## src/rtl/ay_video_pkg.sv

```systemverilog
// Shared definitions for the AY-3-8500 video front end.
//   - timing-constant functions: each takes the clkvideo frequency in kHz
//     and returns a cycle count
//   - default object colours and the 9-bit {r,g,b} colour layout
//   - 12-bit saturating counter width and increment helper
//   - vertical-sync state encoding
package ay_video_pkg;

  typedef struct packed {
    logic [2:0] r;
    logic [2:0] g;
    logic [2:0] b;
  } rgb_t;

  localparam logic [8:0] COL_BALL_DEF = 9'o777;  // white
  localparam logic [8:0] COL_RP_DEF   = 9'o070;  // green
  localparam logic [8:0] COL_LP_DEF   = 9'o700;  // red
  localparam logic [8:0] COL_SF_DEF   = 9'o777;  // white

  localparam int              CNT_W   = 12;
  localparam logic [CNT_W-1:0] CNT_MAX = '1;

  // Durations in ns times kHz, scaled back to cycles.
  function automatic int hsync_w(input int clk_khz);
    return clk_khz * 4700 / 1000000;
  endfunction

  function automatic int line_min(input int clk_khz);
    return clk_khz * 48000 / 1000000;
  endfunction

  function automatic int line_max(input int clk_khz);
    return clk_khz * 68000 / 1000000;
  endfunction

  function automatic int vs_thresh(input int clk_khz);
    return clk_khz * 12000 / 1000000;
  endfunction

  function automatic int vs_end(input int clk_khz);
    return clk_khz * 20000 / 1000000;
  endfunction

  // Counters stick at all-ones rather than wrapping.
  function automatic logic [CNT_W-1:0] sat_inc(input logic [CNT_W-1:0] v);
    return (v == CNT_MAX) ? v : v + 1'b1;
  endfunction

  typedef enum logic {
    VS_IDLE   = 1'b0,  // vsync_ext_n high
    VS_ACTIVE = 1'b1   // vsync_ext_n low
  } vs_state_t;

endpackage

```

## src/rtl/ay_video_frontend_sync_2ff.sv

```systemverilog
// Two-flop synchroniser for asynchronous level inputs.
// Parameters: WIDTH (bus width), RST_VAL (value of both stages in reset).
// Ports:
//   clk    in   sampling clock
//   rst_n  in   asynchronous active-low reset
//   d      in   WIDTH  asynchronous input
//   q      out  WIDTH  synchronised output (two clk edges later)
module sync_2ff #(
  parameter int               WIDTH   = 1,
  parameter logic [WIDTH-1:0] RST_VAL = '0
) (
  input  logic             clk,
  input  logic             rst_n,
  input  logic [WIDTH-1:0] d,
  output logic [WIDTH-1:0] q
);

  logic [WIDTH-1:0] meta;

  always_ff @(posedge clk or negedge rst_n) begin
    if (!rst_n) begin
      meta <= RST_VAL;
      q    <= RST_VAL;
    end else begin
      meta <= d;
      q    <= meta;
    end
  end

endmodule

```

## src/rtl/ay_video_frontend.sv

```systemverilog
// AY-3-8500 video front end: splits the chip's composite sync into clean
// hsync/vsync and maps the four object pins onto a 3-bit-per-channel RGB
// stream. Everything is registered in the clkvideo domain.
//
// Only csync falling edges at least LINE_MIN cycles after the previous
// accepted edge start an hsync, so equalising and broad-pulse half-line
// edges are dropped and each line gets exactly one HSYNC_W-cycle pulse.
// vsync asserts after VS_THRESH consecutive csync-low cycles and releases
// after VS_END consecutive csync-high cycles.
//
// Optional build macro AY_HSYNC_FLYWHEEL_EN: when defined, a synthetic hsync
// is emitted whenever the line counter reaches LINE_MAX without an accepted
// edge, so downstream stays locked through csync dropouts.
//
// Ports:
//   clkvideo     in   video clock
//   rst_n        in   asynchronous active-low reset
//   csync_n      in   AY composite sync, active-low, asynchronous
//   ball_in      in   ball object, active-high, asynchronous
//   rp_in        in   right-player object
//   lp_in        in   left-player object
//   sf_in        in   score/field object
//   ri, gi, bi   out  3-bit red/green/blue, blanked during sync
//   hsync_ext_n  out  separated horizontal sync, active-low
//   vsync_ext_n  out  separated vertical sync, active-low
module ay_video_frontend
  import ay_video_pkg::*;
#(
  parameter int         CLKVIDEO = 6500,
  parameter logic [8:0] COL_BALL = COL_BALL_DEF,
  parameter logic [8:0] COL_RP   = COL_RP_DEF,
  parameter logic [8:0] COL_LP   = COL_LP_DEF,
  parameter logic [8:0] COL_SF   = COL_SF_DEF
) (
  input  logic       clkvideo,
  input  logic       rst_n,
  input  logic       csync_n,
  input  logic       ball_in,
  input  logic       rp_in,
  input  logic       lp_in,
  input  logic       sf_in,
  output logic [2:0] ri,
  output logic [2:0] gi,
  output logic [2:0] bi,
  output logic       hsync_ext_n,
  output logic       vsync_ext_n
);

  localparam logic [CNT_W-1:0] HSYNC_W   = CNT_W'(hsync_w(CLKVIDEO));
  localparam logic [CNT_W-1:0] LINE_MIN  = CNT_W'(line_min(CLKVIDEO));
  localparam logic [CNT_W-1:0] VS_THRESH = CNT_W'(vs_thresh(CLKVIDEO));
  localparam logic [CNT_W-1:0] VS_END    = CNT_W'(vs_end(CLKVIDEO));
`ifdef AY_HSYNC_FLYWHEEL_EN
  localparam logic [CNT_W-1:0] LINE_MAX  = CNT_W'(line_max(CLKVIDEO));
`endif

  // Synchronised inputs; obj_s is {ball, rp, lp, sf}
  logic       csync_s;
  logic [3:0] obj_s;

  sync_2ff #(.WIDTH(1), .RST_VAL(1'b1)) u_sync_csync (
    .clk   (clkvideo),
    .rst_n (rst_n),
    .d     (csync_n),
    .q     (csync_s)
  );

  sync_2ff #(.WIDTH(4), .RST_VAL(4'b0000)) u_sync_obj (
    .clk   (clkvideo),
    .rst_n (rst_n),
    .d     ({ball_in, rp_in, lp_in, sf_in}),
    .q     (obj_s)
  );

  // State
  logic             csync_d;
  logic [CNT_W-1:0] line_cnt, low_cnt, high_cnt, hs_cnt;
  vs_state_t        vs_state;
  logic             hs_n_q;
  rgb_t             rgb_q;

  // Next state
  logic             fall, accept;
  logic [CNT_W-1:0] line_nxt, low_nxt, high_nxt, hs_nxt;
  vs_state_t        vs_nxt;
  rgb_t             rgb_nxt;

  assign fall = csync_d & ~csync_s;

`ifdef AY_HSYNC_FLYWHEEL_EN
  assign accept = (fall && (line_cnt >= LINE_MIN)) || (line_cnt >= LINE_MAX);
`else
  assign accept = fall && (line_cnt >= LINE_MIN);
`endif

  always_comb begin
    line_nxt = sat_inc(line_cnt);
    hs_nxt   = hs_cnt;
    low_nxt  = '0;
    high_nxt = '0;
    vs_nxt   = vs_state;
    rgb_nxt  = '0;

    // LINE_MIN > HSYNC_W, so an accept never lands inside a running pulse
    if (accept) begin
      line_nxt = '0;
      hs_nxt   = HSYNC_W;
    end else if (hs_cnt != '0) begin
      hs_nxt = hs_cnt - 1'b1;
    end

    if (csync_s) high_nxt = sat_inc(high_cnt);
    else         low_nxt  = sat_inc(low_cnt);

    case (vs_state)
      VS_IDLE:   if (low_cnt >= VS_THRESH) vs_nxt = VS_ACTIVE;
      VS_ACTIVE: if (high_cnt >= VS_END)   vs_nxt = VS_IDLE;
      default:   vs_nxt = VS_IDLE;
    endcase

    // Blank on the same edge the syncs assert so colour never leaks into sync
    if (csync_s && (hs_nxt == '0) && (vs_nxt == VS_IDLE)) begin
      if      (obj_s[3]) rgb_nxt = rgb_t'(COL_BALL);
      else if (obj_s[2]) rgb_nxt = rgb_t'(COL_RP);
      else if (obj_s[1]) rgb_nxt = rgb_t'(COL_LP);
      else if (obj_s[0]) rgb_nxt = rgb_t'(COL_SF);
    end
  end

  always_ff @(posedge clkvideo or negedge rst_n) begin
    if (!rst_n) begin
      csync_d  <= 1'b1;
      line_cnt <= LINE_MIN;  // first edge after reset is accepted at once
      low_cnt  <= '0;
      high_cnt <= '0;
      hs_cnt   <= '0;
      vs_state <= VS_IDLE;
      hs_n_q   <= 1'b1;
      rgb_q    <= '0;
    end else begin
      csync_d  <= csync_s;
      line_cnt <= line_nxt;
      low_cnt  <= low_nxt;
      high_cnt <= high_nxt;
      hs_cnt   <= hs_nxt;
      vs_state <= vs_nxt;
      hs_n_q   <= (hs_nxt == '0);
      rgb_q    <= rgb_nxt;
    end
  end

  assign hsync_ext_n = hs_n_q;
  assign vsync_ext_n = (vs_state == VS_IDLE);
  assign ri          = rgb_q.r;
  assign gi          = rgb_q.g;
  assign bi          = rgb_q.b;

endmodule

```

## config.mk

```make
export PLATFORM = sky130hd
export DESIGN_NAME = ay_video_frontend
export DESIGN_NICKNAME = d
export VERILOG_FILES = /design/src/rtl/ay_video_pkg.sv /design/src/rtl/ay_video_frontend_sync_2ff.sv /design/src/rtl/ay_video_frontend.sv
export SDC_FILE = /design/constraint.sdc
export NUM_CORES = 1
export LEC_CHECK = 0
export ABC_AREA = 0
export CORE_ASPECT_RATIO = 1.4
export CORE_MARGIN = 8
export CORE_UTILIZATION = 29
export CTS_CLUSTER_DIAMETER = 120
export CTS_CLUSTER_SIZE = 28
export DETAILED_ROUTE_END_ITERATION = 8
export PLACE_DENSITY_LB_ADDON = 0.25
export SLEW_MARGIN = 20
export SYNTH_ARGS = -nofsm -noshare
export SYNTH_HDL_FRONTEND = slang
export SYNTH_SLANG_ARGS = --single-unit
export TNS_END_PERCENT = 50
```

## constraint.sdc

```tcl
create_clock -name clkvideo -period 5.25 [get_ports clkvideo]
set_input_delay 0.7875 -clock clkvideo [delete_from_list [all_inputs] [get_ports clkvideo]]
set_output_delay 0.7875 -clock clkvideo [all_outputs]
set_load 0.01 [all_outputs]
```

==> flow_summary.rst, run 1 <==
.. list-table::
   :header-rows: 1

   * - Metric
     - Value
   * - Final Hold Viols
     - 0
   * - Int Pwr
     - 0.000936 W
   * - Setup violations, final
     - 0
   * - Run status
     - completed
   * - Most used cells in the layout excluding fill and tap cells
     - sky130_fd_sc_hd__dfrtp_1 (56), sky130_fd_sc_hd__nor2_1 (49), sky130_fd_sc_hd__nand2_1 (17)
   * - Logic gate share of total power
     - 3.3%
   * - Starting density of the core
     - 29.6%
   * - TNS Setup
     - 0 ns
   * - Overall die width
     - 105 µm
   * - RSZ-0062 raised after global routing
     - no
   * - Number of hold buffers added after cts
     - 0
   * - Area growth from synthesis to layout
     - 18.8%
   * - Warnings, synthesis
     - 0
   * - Area of the core
     - 10,800 µm²
   * - Share of cells above drive strength 1
     - 8.88%
   * - Die Footprint
     - 14,700 µm²
   * - Number of pins with negative max-slew slack in the final report
     - 0
   * - Fillers
     - 1,088
   * - Maxcap violations
     - 0
   * - Via count of the first global-routing pass
     - 2,519
   * - CTS tree
     - done
   * - Initial antenna violation count
     - 0
   * - Sequential-to-total area share from yosys stat
     - 50.3%
   * - First-pass GRT wire length
     - 11.5 mm
   * - Placement Rows
     - 45
   * - Critical Path Source Type
     - flip-flop
   * - I/O pin total
     - 18
   * - Number of buffers added by the clock tree synthesis step
     - 9
   * - Final antenna diode count
     - 0
   * - Portion of total power attributed to sequential cells
     - 44.0%
   * - Synthesized net count
     - 338
   * - CP Max Fanout
     - 8
   * - Avg Synthesized Cell Area
     - 9.88 µm²
   * - CP Data Arrival Time
     - 2.75 ns
   * - Synthesized-area fraction occupied by adder cells
     - 2.74%
   * - Post-synth ARST share
     - 100%
   * - Number of buffers on the longest clock path
     - 2
   * - Critical path, cell by cell
     - inv_1, ha_1, or3b_2, nor3_1, a2bb2oi_1, o2111ai_1, nor4_1
   * - EDFF count, synth
     - 0
   * - Placer congestion estimate
     - 0.875
   * - Clock transition at the registers of the reported paths
     - 0.05 ns
   * - Design Power
     - 0.00117 W
   * - Vertical extent of the die
     - 140 µm
   * - Mapped Cells
     - 324
   * - Share of synthesized cell area in and, or, nand and nor gates
     - 23.5%
   * - Setup CP Type
     - flip-flop to flip-flop
   * - Post-route minimum period
     - 2.53 ns
   * - Power dissipated by switching net loads
     - 0.000235 W
   * - Leading register cell type out of synthesis
     - sky130_fd_sc_hd__dfrtp_1
   * - Most common cell after layout, fill and taps aside
     - sky130_fd_sc_hd__dfrtp_1
   * - Least-Margin Pin Slew
     - 0.886 ns
   * - Fraction of the mapped netlist area in compound gates
     - 12.5%
   * - Number of buffer and inverter instances along the worst setup path
     - 1
   * - Final Routed Wirelength
     - 6.51 mm
   * - Synthesized-area fraction occupied by xor and xnor cells
     - 6.29%
   * - Setup skew after layout
     - 0.00576 ns
   * - Fraction of power spent switching nets
     - 20.0%
   * - Overflow left after global routing
     - 0
   * - Required time of the critical path
     - 5.47 ns
   * - Clock sink total
     - 64
   * - Overall Global Routing Usage
     - 9.56%
   * - Post-DP HPWL
     - 4.55 mm
   * - Quantity of gates resized following cts
     - 0
   * - Vias post-DR
     - 2,479
   * - Clock network latency to the later pin of the worst-skew pair
     - 0.32 ns
   * - Fraction of power consumed by the clock network
     - 52.7%
   * - Clk Tree Root Cell
     - sky130_fd_sc_hd__clkbuf_16
   * - Wire length per cell after detailed routing
     - 13.3 µm
   * - Number of different library cells in the post-synthesis netlist
     - 52
   * - Count of nets after finishing
     - 358
   * - Slowest stage cell on the critical path
     - sky130_fd_sc_hd__or3b_2
   * - Setup Buffers After CTS
     - 0
   * - Leak pwr
     - 1.61 nW
   * - Gate family responsible for the most delay along the worst path
     - simple AND/OR/NAND/NOR gates
   * - Share of synthesized area spent on multiplexers
     - 1.29%
   * - H-tree depth
     - 3
   * - Cell Area, Synth
     - 3200 µm²
   * - Pin count of the biggest net entering global routing
     - 65
   * - Number of I/O port buffers
     - 17
   * - Remaining max-slew budget at the tightest pin
     - 40.5%
   * - Post-detailed-placement cell area
     - 3500 µm²
   * - Total of flip-flops plus latches after synthesis
     - 64
   * - Number of DRC markers after the initial detailed-route iteration
     - 131
   * - Pwr per Cell Area
     - 308 nW/µm²
   * - Post-route cell area
     - 3800 µm²
   * - Combinational family with the most area after synthesis
     - simple AND/OR/NAND/NOR gates
   * - Type of destination of the critical path
     - flip-flop
   * - Highest ir drop seen on vdd
     - 0.130 mV
   * - FMAX
     - 396 MHz
   * - Post-route antenna net violation count
     - 0
   * - Type of the worst min-delay path
     - flip-flop to flip-flop
   * - Routed via count divided by cell count
     - 5.06
   * - Biggest cell delay along the critical path
     - 0.51 ns
   * - First-pass iteration count of the detailed router
     - 4
   * - Residual DRC count
     - 0
   * - Final Cycle Share
     - 48.2%
registers in the layout, summed over array words and instances, names as in the netlist, 4 cells and up:
name / cells
u_sync_obj.q: 4
high_cnt: 12
u_sync_obj.meta: 4
line_cnt: 12
low_cnt: 12
hs_cnt: 12
kinds of logic (layout without fill, tap and decap cells):
logic type / count (synthesis) / after routing
compound gates: 57 / 57
xor+xnor: 23 / 23
fa+ha+maj: 7 / 7
buf+inv: 23 / 48
flops: 64 / 64
mux: 4 / 4
simple gates: 146 / 146
stage by stage:
stage	hold WS [ns]	instances	setup WS, ns	utilization, %
floorplan	0.331	324	3.01	-
CTS	0.351	490	2.73	35.2
global route	0.359	490	2.54	35.2
finish	0.351	490	2.72	35.2
global placement	0.334	474	2.80	32.4
detailed placement	0.338	474	2.74	32.4
worst reg2reg max path, cell delays in order, from the launching register on:
cell and delay [ns]:
sky130_fd_sc_hd__dfrtp_1 0.45, sky130_fd_sc_hd__inv_1 0.11, sky130_fd_sc_hd__ha_1 0.19, sky130_fd_sc_hd__or3b_2 0.51
sky130_fd_sc_hd__nor3_1 0.39, sky130_fd_sc_hd__a2bb2oi_1 0.22, sky130_fd_sc_hd__o2111ai_1 0.22, sky130_fd_sc_hd__nor4_1 0.33
final cells by class:
cell class,count,area [µm²],share of cell area (%)
clock buffers,12,236,6.22
clock inverters,4,70.1,1.84
repair buffers,19,180,4.74
multi-input cells,237,1480,38.9
well taps,141,176,4.64
inverters,13,48.8,1.28
flip-flops and latches,64,1610,42.4
synthesized netlist by cell type (2+ instances only):
master	n	area [µm²]
sky130_fd_sc_hd__o32ai_1	2	17.5
sky130_fd_sc_hd__a211oi_1	3	22.5
sky130_fd_sc_hd__o41ai_1	2	17.5
sky130_fd_sc_hd__nand3_1	14	70.1
sky130_fd_sc_hd__nor2b_1	2	12.5
sky130_fd_sc_hd__and3_1	4	25.0
sky130_fd_sc_hd__dfrtp_1	56	1400
sky130_fd_sc_hd__or3_1	3	18.8
sky130_fd_sc_hd__ha_1	7	87.6
sky130_fd_sc_hd__nand2_1	17	63.8
sky130_fd_sc_hd__a2bb2oi_1	2	17.5
sky130_fd_sc_hd__a31oi_1	2	12.5
sky130_fd_sc_hd__nand2b_1	2	12.5
sky130_fd_sc_hd__nor3_1	16	80.1
sky130_fd_sc_hd__o21a_1	4	30.0
sky130_fd_sc_hd__and4_1	2	17.5
sky130_fd_sc_hd__or4_1	5	37.5
sky130_fd_sc_hd__xnor2_1	14	123
sky130_fd_sc_hd__a21oi_1	15	75.1
sky130_fd_sc_hd__nor3b_1	2	15.0
sky130_fd_sc_hd__nand4_1	12	75.1
sky130_fd_sc_hd__nor2_1	49	184
sky130_fd_sc_hd__o31ai_1	3	22.5
sky130_fd_sc_hd__buf_4	6	45.0
sky130_fd_sc_hd__inv_1	12	45.0
sky130_fd_sc_hd__nor4b_1	2	17.5
sky130_fd_sc_hd__o21ai_0	12	60.1
sky130_fd_sc_hd__nor4_1	9	56.3
sky130_fd_sc_hd__o211ai_1	2	15.0
sky130_fd_sc_hd__clkbuf_1	4	15.0
sky130_fd_sc_hd__xor2_1	9	78.8
sky130_fd_sc_hd__mux2i_1	3	30.0
sky130_fd_sc_hd__dfstp_2	8	210
power groups by stage:
stage,Sequential [W],Clock [W],Combinational [W]
final,0.000515,0.000617,0.0000392
after global routing,0.000516,0.000659,0.0000452
after floorplan,0.000520,0,0.0000193
after detailed placement,0.000523,0,0.0000405
after CTS,0.000515,0.000635,0.0000405
after global placement,0.000523,0,0.0000403
per-layer routing:
| layer | track usage (%) | vias to the layer above | wire length (µm) |
|---|---|---|---|
| met5 | 0 | - | 0 |
| met4 | 6.26 | 0 | 197 |
| met3 | 2.66 | 18 | 239 |
| met2 | 16.4 | 56 | 3310 |
| met1 | 10.0 | 1189 | 2770 |
| li1 | - | 1216 | - |
path summary, 6_finish.rpt:
check                              startpoint                  to  slack, ns  cells after the start
max                                 hs_cnt[0]               gi[1]       2.72                      7
min                        u_sync_obj.meta[3]     u_sync_obj.q[3]       0.35                      0
max reg2reg                         hs_cnt[0]               gi[1]       2.72                      7
min reg2reg                u_sync_obj.meta[3]     u_sync_obj.q[3]       0.35                      0
max in group asynchronous               rst_n          low_cnt[5]       4.08                      2
min in group asynchronous               rst_n  u_sync_obj.meta[0]       0.64                      2
Note: power is estimated with default switching activity, not from simulation.
==> inputs of run 2 (changes only) <==
- clock period: 5.25 -> 2.5 ns (I/O delays scaled with it)
==> run 2 against run 1 <==
Net effect:
- clock skew shrank 0.0011 ns
- maximum frequency increased by 4.5%
- sequential share of layout area fell by 1.7 points
- core utilization grew 1.4 points
- first-iteration DRC count decreased by 30%
- combinational power grew 140%
- count of clock-buffer cells in the layout is 3 lower
==> flow_summary.rst, run 2 (synthesis results as in run 1) <==
.. list-table::
   :header-rows: 1

   * - Metric
     - Value
   * - Area of the core
     - 10,800 µm²
   * - Setup skew after layout
     - 0.00463 ns
   * - Post-detailed-placement cell area
     - 3600 µm²
   * - CTS tree
     - done
   * - Hold Slack
     - 0.0962 ns
   * - I/O pin total
     - 18
   * - Count of nets after finishing
     - 370
   * - Least-Margin Pin Slew
     - 0.718 ns
   * - Post-route minimum period
     - 2.42 ns
   * - CP Max Fanout
     - 5
   * - First-pass iteration count of the detailed router
     - 4
   * - Type of the worst min-delay path
     - input pin to asynchronous set/reset pin
   * - Overflow left after global routing
     - 0
   * - FMAX
     - 413 MHz
   * - Required time of the critical path
     - 2.72 ns
   * - Post-DP HPWL
     - 5.00 mm
   * - Clk Tree Root Cell
     - sky130_fd_sc_hd__clkbuf_16
   * - Number of DRC markers after the initial detailed-route iteration
     - 92
   * - Final Hold Viols
     - 0
   * - Overall Global Routing Usage
     - 10.2%
   * - Final antenna diode count
     - 0
   * - Highest ir drop seen on vdd
     - 0.344 mV
   * - Post-route cell area
     - 3960 µm²
   * - Final Routed Wirelength
     - 7.16 mm
   * - Post-route antenna net violation count
     - 0
   * - Most common cell after layout, fill and taps aside
     - sky130_fd_sc_hd__dfrtp_1
   * - CP Data Arrival Time
     - 2.64 ns
   * - Vertical extent of the die
     - 140 µm
   * - Residual DRC count
     - 0
   * - Leak pwr
     - 1.70 nW
   * - H-tree depth
     - 3
   * - Overall die width
     - 105 µm
   * - Final Cycle Share
     - 96.8%
   * - Clock transition at the registers of the reported paths
     - 0.06 ns
   * - Pwr per Cell Area
     - 644 nW/µm²
   * - Register-to-register setup slack
     - 0.08 ns
   * - Wire length per cell after detailed routing
     - 14.3 µm
   * - Starting density of the core
     - 29.6%
   * - Setup violations, final
     - 0
   * - Remaining max-slew budget at the tightest pin
     - 52.2%
   * - First-pass GRT wire length
     - 12.0 mm
   * - Pin count of the biggest net entering global routing
     - 36
   * - Initial antenna violation count
     - 0
   * - Final Util
     - 36.6%
   * - Setup CP Type
     - flip-flop to flip-flop
   * - Number of pins with negative max-slew slack in the final report
     - 0
   * - Clock network latency to the later pin of the worst-skew pair
     - 0.33 ns
   * - Type of destination of the critical path
     - flip-flop
   * - Number of buffers on the longest clock path
     - 2
   * - Critical Path Source Type
     - flip-flop
   * - Share of cells above drive strength 1
     - 13.9%
   * - Placer congestion estimate
     - 0.888
   * - Placement Rows
     - 45
   * - Run status
     - completed
   * - Vias post-DR
     - 2,536
   * - Number of I/O port buffers
     - 17
   * - Number of buffers added by the clock tree synthesis step
     - 9
   * - Maxcap violations
     - 0
   * - Most used cells in the layout excluding fill and tap cells
     - sky130_fd_sc_hd__dfrtp_1 (56), sky130_fd_sc_hd__nor2_1 (49), sky130_fd_sc_hd__nand2_1 (17)
   * - Die Footprint
     - 14,700 µm²
   * - Routed via count divided by cell count
     - 5.05
   * - Clock sink total
     - 64
   * - Via count of the first global-routing pass
     - 2,476
   * - Area growth from synthesis to layout
     - 23.7%
## run 2: changes by cell type in the layout (fill, tap and decap cells not counted), sizes merged
| cell | previous run | this run |
|---|---|---|
| clkbuf | 12 | 9 |
| buf | 3 | 15 |
| clkinv | 3 | 2 |
| inv | 12 | 15 |
| clkinvlp | 0 | 1 |
## run 2: area by class of cell
| cell class | count | area (µm²) |
|---|---|---|
| Sequential cell | 64 | 1610 |
| Clock buffer | 9 | 225 |
| Inverter | 13 | 48.8 |
| Fill cell | 1111 | 6850 |
| Tap cell | 141 | 176 |
| Multi-Input combinational cell | 237 | 1510 |
| Timing Repair Buffer | 31 | 283 |
| Clock inverter | 7 | 103 |
## run 2: path summary, 6_finish.rpt
path	depth (start not counted)	start	to
worst min-delay path	1	rst_n	low_cnt[2]
worst max-delay path	7	hs_cnt[1]	ri[1]
worst max register to register	7	hs_cnt[1]	ri[1]
min in group clkvideo	0	u_sync_obj.meta[0]	u_sync_obj.q[0]
worst min register to register	0	u_sync_obj.meta[0]	u_sync_obj.q[0]
max in group asynchronous	2	rst_n	hsync_ext_n
## run 2: through the flow
step           TNS (ns)  instances  power (W)  setup WS [ns]
6_report              0        502    0.00255         0.0802
3_5_place_dp          0        486    0.00119         0.0444
4_1_cts               0        502    0.00259         0.0298
3_3_place_gp          0        486    0.00119          0.215
5_1_grt         -0.0833        502    0.00264        -0.0503
2_1_floorplan         0        324    0.00113          0.259
## run 2: worst max-delay path, stage by stage, from the launching register on
cell and delay [ns]:
sky130_fd_sc_hd__dfrtp_1 0.40, sky130_fd_sc_hd__inv_1 0.09, sky130_fd_sc_hd__ha_1 0.19, sky130_fd_sc_hd__or3b_2 0.54, sky130_fd_sc_hd__o21a_1 0.23, sky130_fd_sc_hd__o32ai_1 0.31
sky130_fd_sc_hd__o2111ai_2 0.22, sky130_fd_sc_hd__nor4_1 0.34
## run 2: report_power, final
group          total (W)  switching [W]  internal [W]
registers        0.00107      0.0000161       0.00106
logic          0.0000951      0.0000530     0.0000421
clock network    0.00138       0.000496      0.000884
## run 2: routing by layer
metal | GRT usage (%) | wire length [µm] | part of all wire, % | vias to the layer above
li1 | - | - | - | 1239
met1 | 10.9 | 3060 | 43 | 1248
met2 | 17.5 | 3720 | 52 | 33
met3 | 2.07 | 161 | 2.2 | 16
met4 | 7.01 | 221 | 3.1 | 0
met5 | 0 | 0 | 0 | -
## run 2: repair_timing
action,4_1_cts,5_1_grt
setup endpoints to repair,0,3
buffers inserted,0,0
resized for setup,0,5
hold buffers,0,0
